[src/rtl/hdmi_pkg.sv]
`default_nettype none
// ============================================================================
// Module   : hdmi_pkg
// Purpose  : Shared state encodings and default constants for the HDMI path.
// Revision : 1.0 - initial release
// ============================================================================
package hdmi_pkg;

    typedef enum logic [1:0] {
        WAIT_LOCK  = 2'd0,
        TX_SETTLE  = 2'd1,
        WAIT_FRAME = 2'd2,
        RUN        = 2'd3
    } seq_state_e;

    localparam int unsigned DEF_LOCK_STABLE_CYCLES   = 1024;
    localparam int unsigned DEF_TX_SETTLE_CYCLES     = 16;
    localparam int unsigned DEF_FRAME_TIMEOUT_CYCLES = 4194304;
    localparam int unsigned DEF_FRAMES_PER_PATTERN   = 120;
    localparam int unsigned DEF_NUM_PATTERNS         = 4;
    localparam int unsigned DEF_SEL_W                = 2;

endpackage
`default_nettype wire

[src/rtl/sync_2ff.sv]
`default_nettype none
// ============================================================================
// Module   : sync_2ff
// Purpose  : Generic two-flop single-bit synchronizer, resets to 0.
// Revision : 1.0 - initial release
// ============================================================================
module sync_2ff
    import hdmi_pkg::*;
(
    input  logic clk,
    input  logic rst_ni,
    input  logic d_i,
    output logic q_o
);

    logic meta_q;
    logic sync_q;

    always_ff @(posedge clk or negedge rst_ni) begin
        if (!rst_ni) begin
            meta_q <= 1'b0;
            sync_q <= 1'b0;
        end else begin
            meta_q <= d_i;
            sync_q <= meta_q;
        end
    end

    assign q_o = sync_q;

endmodule
`default_nettype wire

[src/rtl/hdmi_bringup_seq.sv]
`default_nettype none
// ============================================================================
// Module   : hdmi_bringup_seq
// Purpose  : PLL-lock qualification, TX/generator reset release, frame-aligned
//            video enable and pattern selection for the HDMI/DVI output path.
//            HDMI_PATTERN_AUTOCYCLE_EN selects auto-cycling patterns.
// Revision : 1.0 - initial release
// ============================================================================
module hdmi_bringup_seq
    import hdmi_pkg::*;
#(
    parameter int unsigned LOCK_STABLE_CYCLES   = DEF_LOCK_STABLE_CYCLES,
    parameter int unsigned TX_SETTLE_CYCLES     = DEF_TX_SETTLE_CYCLES,
    parameter int unsigned FRAME_TIMEOUT_CYCLES = DEF_FRAME_TIMEOUT_CYCLES,
    parameter int unsigned FRAMES_PER_PATTERN   = DEF_FRAMES_PER_PATTERN,
    parameter int unsigned NUM_PATTERNS         = DEF_NUM_PATTERNS,
    parameter int unsigned SEL_W                = DEF_SEL_W
) (
    input  logic             clk,
    input  logic             ext_reset,
    input  logic             pll_lock,
    input  logic             vsync,
    input  logic [SEL_W-1:0] sel_in,
    output logic             tx_reset,
    output logic             gen_reset,
    output logic             video_en,
    output logic [SEL_W-1:0] pattern_sel,
    output logic [1:0]       state,
    output logic [7:0]       lock_loss_cnt
);

    localparam int unsigned c_LOCK_W   = $clog2(LOCK_STABLE_CYCLES + 1);
    localparam int unsigned c_SETTLE_W = $clog2(TX_SETTLE_CYCLES + 1);
    localparam int unsigned c_WD_W     = $clog2(FRAME_TIMEOUT_CYCLES + 1);

    localparam logic [c_LOCK_W-1:0]   c_LOCK_END   = c_LOCK_W'(LOCK_STABLE_CYCLES - 1);
    localparam logic [c_SETTLE_W-1:0] c_SETTLE_END = c_SETTLE_W'(TX_SETTLE_CYCLES - 1);
    localparam logic [c_WD_W-1:0]     c_WD_END     = c_WD_W'(FRAME_TIMEOUT_CYCLES - 1);
    localparam logic [SEL_W-1:0]      c_SEL_MAX    = SEL_W'(NUM_PATTERNS - 1);

    seq_state_e            state_q, state_d;
    logic [c_LOCK_W-1:0]   lock_cnt_q, lock_cnt_d;
    logic [c_SETTLE_W-1:0] settle_cnt_q, settle_cnt_d;
    logic [c_WD_W-1:0]     wd_cnt_q, wd_cnt_d;
    logic [SEL_W-1:0]      sel_q, sel_d;
    logic [7:0]            llc_q, llc_d;
    logic                  vsync_q;
    logic                  tx_reset_q, gen_reset_q, video_en_q;
    logic                  lock_s;
    logic                  vs_rise;

`ifdef HDMI_PATTERN_AUTOCYCLE_EN
    localparam int unsigned        c_FRAME_W   = $clog2(FRAMES_PER_PATTERN + 1);
    localparam logic [c_FRAME_W-1:0] c_FRAME_END = c_FRAME_W'(FRAMES_PER_PATTERN - 1);
    logic [c_FRAME_W-1:0] frame_cnt_q, frame_cnt_d;
`endif

    sync_2ff u_lock_sync (
        .clk    (clk),
        .rst_ni (ext_reset),
        .d_i    (pll_lock),
        .q_o    (lock_s)
    );

    assign vs_rise = vsync & ~vsync_q;

    always_comb begin
        state_d      = state_q;
        lock_cnt_d   = '0;
        settle_cnt_d = '0;
        wd_cnt_d     = '0;
        sel_d        = sel_q;
        llc_d        = llc_q;
`ifdef HDMI_PATTERN_AUTOCYCLE_EN
        frame_cnt_d  = frame_cnt_q;
`endif
        unique case (state_q)
            WAIT_LOCK: begin
                if (lock_s) begin
                    if (lock_cnt_q == c_LOCK_END) state_d = TX_SETTLE;
                    else                          lock_cnt_d = lock_cnt_q + c_LOCK_W'(1);
                end
            end
            TX_SETTLE: begin
                if (!lock_s) begin
                    state_d = WAIT_LOCK;
                    llc_d   = (llc_q == 8'hFF) ? llc_q : llc_q + 8'd1;
                end else if (settle_cnt_q == c_SETTLE_END) begin
                    state_d = WAIT_FRAME;
                end else begin
                    settle_cnt_d = settle_cnt_q + c_SETTLE_W'(1);
                end
            end
            WAIT_FRAME, RUN: begin
                // Lock loss outranks the watchdog, which outranks vsync progress.
                if (!lock_s) begin
                    state_d = WAIT_LOCK;
                    llc_d   = (llc_q == 8'hFF) ? llc_q : llc_q + 8'd1;
                end else if (wd_cnt_q == c_WD_END) begin
                    state_d = WAIT_LOCK;
                end else if (vs_rise) begin
                    state_d = RUN;
`ifdef HDMI_PATTERN_AUTOCYCLE_EN
                    if (state_q == RUN) begin
                        if (frame_cnt_q == c_FRAME_END) begin
                            frame_cnt_d = '0;
                            sel_d       = (sel_q == c_SEL_MAX) ? '0 : sel_q + SEL_W'(1);
                        end else begin
                            frame_cnt_d = frame_cnt_q + c_FRAME_W'(1);
                        end
                    end
`else
                    sel_d = (sel_in > c_SEL_MAX) ? c_SEL_MAX : sel_in;
`endif
                end else begin
                    wd_cnt_d = wd_cnt_q + c_WD_W'(1);
                end
            end
        endcase

        if (state_d == WAIT_LOCK) begin
            sel_d = '0;
`ifdef HDMI_PATTERN_AUTOCYCLE_EN
            frame_cnt_d = '0;
`endif
        end
    end

    always_ff @(posedge clk or negedge ext_reset) begin
        if (!ext_reset) begin
            state_q      <= WAIT_LOCK;
            lock_cnt_q   <= '0;
            settle_cnt_q <= '0;
            wd_cnt_q     <= '0;
            sel_q        <= '0;
            llc_q        <= '0;
            vsync_q      <= 1'b0;
            tx_reset_q   <= 1'b1;
            gen_reset_q  <= 1'b1;
            video_en_q   <= 1'b0;
`ifdef HDMI_PATTERN_AUTOCYCLE_EN
            frame_cnt_q  <= '0;
`endif
        end else begin
            state_q      <= state_d;
            lock_cnt_q   <= lock_cnt_d;
            settle_cnt_q <= settle_cnt_d;
            wd_cnt_q     <= wd_cnt_d;
            sel_q        <= sel_d;
            llc_q        <= llc_d;
            vsync_q      <= vsync;
            tx_reset_q   <= (state_d == WAIT_LOCK);
            gen_reset_q  <= (state_d == WAIT_LOCK) || (state_d == TX_SETTLE);
            video_en_q   <= (state_d == RUN);
`ifdef HDMI_PATTERN_AUTOCYCLE_EN
            frame_cnt_q  <= frame_cnt_d;
`endif
        end
    end

    assign tx_reset      = tx_reset_q;
    assign gen_reset     = gen_reset_q;
    assign video_en      = video_en_q;
    assign pattern_sel   = sel_q;
    assign state         = state_q;
    assign lock_loss_cnt = llc_q;

endmodule
`default_nettype wire

[config.mk]
export PLATFORM = sky130hd
export DESIGN_NAME = hdmi_bringup_seq
export DESIGN_NICKNAME = d
export VERILOG_FILES = /design/src/rtl/hdmi_pkg.sv /design/src/rtl/sync_2ff.sv /design/src/rtl/hdmi_bringup_seq.sv
export SDC_FILE = /design/constraint.sdc
export NUM_CORES = 1
export LEC_CHECK = 0
export CORE_MARGIN = 4
export CORE_UTILIZATION = 55
export CTS_BUF_LIST = sky130_fd_sc_hd__clkbuf_4
export CTS_CLUSTER_DIAMETER = 100
export DETAILED_ROUTE_END_ITERATION = 8
export PLACE_DENSITY = 0.87
export SKIP_CTS_REPAIR_TIMING = 1
export SYNTH_ARGS = -nofsm -noshare
export SYNTH_HDL_FRONTEND = slang
export SYNTH_SLANG_ARGS = --single-unit
[constraint.sdc]
create_clock -name clk -period 5 [get_ports clk]
set_input_delay 0.75 -clock clk [delete_from_list [all_inputs] [get_ports clk]]
set_output_delay 0.75 -clock clk [all_outputs]
set_load 0.005 [all_outputs]
=== After elaboration in Yosys (flattened, before gate mapping) ===
Index checks and enable logic that the tools add are counted.
Widths: inputs -> output; s select.

* Register bits: 57
* Latch bits: 0
* Memory bits (writable): 0
* ROM bits: 0
* Input port bits: 6
* Output and inout port bits: 15
* Logic and storage cells: 65
* Memories kept: 0

* Add/subtract/negate cells: 4
* $mul: 0
* Div/mod/pow operators: 0
* Order comparisons: 1
* Equal/unequal tests: 10
* Shift operators: 0
* Muxes and demuxes: 24
* Bitwise operators: 4
* Reduce and logical (&&, ||, !) cells: 10

{| class="wikitable"
|+ Operators by type and width
! operator !! count
|-
| $mux 23 || 4
|-
| $mux 11 || 3
|-
| $mux 2 || 13
|-
| $add 23x1->23 const B || 1
|-
| $eq 23x22->1 const B || 1
|-
| $mux 5 || 3
|-
| $add 11x1->11 const B || 1
|-
| $eq 11x10->1 const B || 1
|-
| $add 8x1->8 const B || 1
|-
| $eq 8x8->1 const B || 1
|-
| $eq 2x2->1 const B || 3
|-
| $pmux 2 s3 || 1
|-
| $reduce_bool 2->1 || 3
|-
| $add 5x1->5 const B || 1
|-
| $eq 5x4->1 const B || 1
|-
| $eq 2x1->1 const B || 2
|-
| $logic_not 2->1 || 2
|-
| $reduce_and 4->1 || 1
|-
| $not 1->1 || 3
|-
| $reduce_and 3->1 || 1
|-
| $reduce_or 3->1 || 1
|-
| $gt 2x2->1 const B || 1
|-
| $ne 2x1->1 const B || 1
|-
| $reduce_or 2->1 || 1
|-
| other kinds (2) || 2
|}

=== Logic depth before layout (Yosys ltp) ===
* Depth in word-level cells: 9
* Gate-level depth with buffers: 6
* Mapped depth without buffers: 5

=== Modules after synthesis ===
Synthesis repeated with hierarchy kept, for this count alone.

* Cell total of the unflattened synthesis: 245
* Area total of the unflattened synthesis: 2612.5 sq um

{| class="wikitable"
|+ Modules (own cells, without submodules)
! module !! times used !! cells each !! area each (sq um) !! sequential area each (sq um)
|-
| hdmi_bringup_seq || 1 || 243 || 2562.5 || 1378.8
|-
| sync_2ff || 1 || 2 || 50.0 || 50.0
|}

=== Least setup slack after synthesis ===
OpenSTA, ideal clock, no wires.

* Path kind: register -> register
* Start point: reg wd_cnt_q[0]
* End point: reg wd_cnt_q[20]
* Library setup time: 130 ps
* Data arrival time: 1592 ps
* Slack: 3278 ps
* Stages on the path, launching flop included: 7
* Clock period less this slack: 1722 ps
* Path through: dfrtp_1 ha_1 nand3_2 or4_4 o21ai_4 buf_6 a21oi_1

* Cells in the longest elaborated chain, start to end: 5
* Elaborated cells on any way between the ends: 6
* Classes of those cells: 1 x add/sub; 1 x eq/ne; 4 x mux

{| class="wikitable"
|+ RTL lines
! item !! RTL line !! source
|-
| start: declaration || hdmi_bringup_seq.sv:44 || <nowiki>logic [c_WD_W-1:0] wd_cnt_q, wd_cnt_d;</nowiki>
|-
| start signal: assignment || hdmi_bringup_seq.sv:148 || <nowiki>wd_cnt_q <= wd_cnt_d;</nowiki>
|-
| $add 23x1->23 || hdmi_bringup_seq.sv:116 || <nowiki>wd_cnt_d = wd_cnt_q + c_WD_W'(1);</nowiki>
|-
| $mux 23 || hdmi_bringup_seq.sv:101 || <nowiki>end else if (vs_rise) begin</nowiki>
|-
| $mux 23 * || hdmi_bringup_seq.sv:99 || <nowiki>end else if (wd_cnt_q == c_WD_END) begin</nowiki>
|-
| $mux 23 * || hdmi_bringup_seq.sv:96 || <nowiki>if (!lock_s) begin</nowiki>
|-
| $mux 23 * || hdmi_bringup_seq.sv:77 || <nowiki>unique case (state_q)</nowiki>
|-
| net wd_cnt_d[20] || hdmi_bringup_seq.sv:44 ||
|}

The timed path passes the listed nets; every way through them passes the cells marked *.
A chain may end at the register's enable or synchronous reset.

=== Final worst setup path ===
* Start point: reg tx_reset_q (netlist: tx_reset)
* End point: out tx_reset

{| class="wikitable"
|+ RTL lines
! item !! RTL line !! source
|-
| start: declaration || hdmi_bringup_seq.sv:48 || <nowiki>logic tx_reset_q, gen_reset_q, video_en_q;</nowiki>
|-
| start signal: assignment || hdmi_bringup_seq.sv:152 || <nowiki>tx_reset_q <= (state_d == WAIT_LOCK);</nowiki>
|-
| end: declaration || hdmi_bringup_seq.sv:24 || <nowiki>output logic tx_reset,</nowiki>
|}

No word-level cell between the ends.

==> impl_metrics.toml <==
[floorplanning]
design.core.area_sq_um = 4500
ioPinCount = 21
rows = 24
start_util_pct = 58.4
fp.dieH_um = 77.2
die_x_um = 77.2
die_area_sq_um = 5960

[global_routing]
grt_pass1_vias = 1872
grt_max_degree = 58
met3_usage_pct = 8.20
use_met1_pct = 22.7
grt_use_met2_pct = 28.0
overflow = 0
grt_usage_pct = 18.3
antenna_found_initial = 0
grt_first_pass_wirelength_mm = 8.51
grt.busiest_layer = "met2"

[timing]
fin_tns_setup_ns = 0
setup_viol = 0
finalHoldViolations = 0
fin_ws_ns = 2.84
drv_slew = 0
relSlewSlack_pct = 54.3
worst_slew_pin_slew_ns = 0.686
max_freq_mhz = 462
post-route-period-util_pct = 43.2
rsz0062_at_grt = "no"
hold_slack_ns = 0.355
skew_ns = 0.00847
period_minus_slack_ns = 2.16

[hold_path]
hold_path.class = "flop to flop"

[layout]
antenna-diode-count = 0
drive_gt1_share_pct = 9.12
finalNonFillerCells = 326
layout.nets = 279
fin_util_pct = 65.8
synthToLayoutAreaGrowth_pct = 12.6
final_area_sq_um = 2970
n_fill_cell = 370

[worst_setup_path]
worstPathRequired_ns = 4.25
crit_chain = "clkdlybuf4s50_1"
critPathMaxFanout = 1
cp_top_family = "flip-flops"
slowest_stage = "dfstp_2"
critical_path_class = "flop to primary output"
crit_arrival_ns = 1.41
critPathMaxStageDelay_ns = 0.53
path_buf_inv = 1
cp-end-kind = "primary output"
cp-start-kind = "flop"

[place]
dp_cells = 310
place_ws_ns = 2.76
io_buffers = 20
dpl_cell_area_sq_um = 2870
hpwlAfterDp_mm = 3.22
gp_congestion = 0.783

[routing]
dr.pass1.iters = 5
wirelength_mm = 4.71
drc_errors = 0
drtIter0Drc = 127
ant_nets = 0
avgViaCountPerCell = 5.81
wire_per_inst_um = 14.4
vias = 1894

[yosys]
synth_nets = 252
synthDistinctLibCells = 40
synthTopCellsByCount = "dfrtp_1 (55), nor2_1 (32), xnor2_1 (19)"
synth_top_area_cell = "dfrtp_1"
ys_seq_area_share_pct = 54.3
synth_edf_count = 0
synth_top_area_share_pct = 52.3
syn_inst = 242
ys_top_cells_by_area = "dfrtp_1 (52%), xnor2_1 (6.3%), nor2_1 (4.6%), xor2_1 (3.7%), nand3_1 (2.9%)"
async_reset_ff_share_pct = 100
synthFlopType = "dfrtp_1"
ys_ff_latch = 57
synth_area_sq_um = 2630
synth_most_common_cell = "dfrtp_1"
avgSynthCellArea_sq_um = 10.9
ys_warn_count = 0

[job]
maxCapViolations = 0

[clock_tree]
cts_buffers = 9
cts_buffer_depth = 2
cts_tree = "yes"
clk_pin_slew_ns = 0.09
clock_latency_ns = 0.39
h-tree-depth = 3
cts.sinks = 57
cts_root_buf = "clkbuf_4"

[power]
leakage_nw = 1.19
max-vdd-ir-drop_mv = 0.202
power_mw = 0.738
p_per_area_nw_per_um2 = 249

[run_status]
status = "finished, final reports clean"
[cell type report]
type | count | area (sq um) | share of cell area [%]
sequential | 57 | 1430 | 48.2
multi-input combinational | 175 | 1150 | 38.8
clock inverter | 6 | 25.0 | 0.844
inverter | 5 | 18.8 | 0.633
timing repair buffer | 21 | 203 | 6.84
clock buffer | 10 | 75.1 | 2.53
tap | 52 | 65.1 | 2.19
[cells in the final DEF, fill, tap and decap left out, types with 2 or more instances in the layout]
cell type and count:
a21oi_1 7, and2_1 4, and3_1 4, and4_1 3
clkbuf_4 10, clkdlybuf4s50_1 19, clkinv_1 4, clkinv_2 2
dfrtp_1 55, dfstp_2 2, ha_1 4, inv_1 5
nand2_1 17, nand3_1 15, nand4_1 10, nand4_4 2
nor2_1 32, nor2b_1 3, nor3_1 4, nor4_1 4
o2111ai_1 2, o211ai_1 2, o21ai_0 6, o21ai_4 2
o311a_1 2, o31ai_1 3, or3_1 5, or4_1 3
xnor2_1 19, xor2_1 11
[worst paths after layout]
kind                               startpoint               to  slack [ns]  cells after the start
max                                  tx_reset         tx_reset        2.84                      1
min                        u_lock_sync.meta_q  u_lock_sync.q_o        0.36                      0
max reg2reg                       wd_cnt_q[0]   pattern_sel[1]        2.84                      5
min reg2reg                u_lock_sync.meta_q  u_lock_sync.q_o        0.36                      0
max in group asynchronous           ext_reset      wd_cnt_q[4]        4.07                      2
min in group asynchronous           ext_reset    lock_cnt_q[7]        0.48                      2
[power breakdown]
| part | switching, mW | internal (mW) |
|---|---|---|
| Clock | 0.153 | 0.0995 |
| Combinational | 0.0131 | 0.00630 |
| Sequential | 0.00228 | 0.464 |
[logic make-up after synthesis]
logic type      after synthesis  share of synthesized area, %
buf+inv                      10                          2.04
xor+xnor                     30                          9.98
mux                           1                         0.428
compound gates               30                          8.75
flops                        57                          54.3
fa+ha+maj                     4                          1.90
simple gates                110                          22.6
[layer usage]
| metal | routed length, um | share of wire [%] |
|---|---|---|
| met5 | 0 | 0 |
| met4 | 87 | 1.8 |
| met3 | 281 | 6.0 |
| met2 | 2270 | 48 |
| met1 | 2070 | 44 |
[flip-flops by register name, summed over array words and instances, names as in the netlist]
register	cells
vsync_q	1
state	2
video_en	1
wd_cnt_q	23
u_lock_sync.q_o	1
tx_reset	1
pattern_sel	2
u_lock_sync.meta_q	1
lock_loss_cnt	8
gen_reset	1
settle_cnt_q	5
lock_cnt_q	11
No activity file was read; power rests on OpenSTA's default activity.
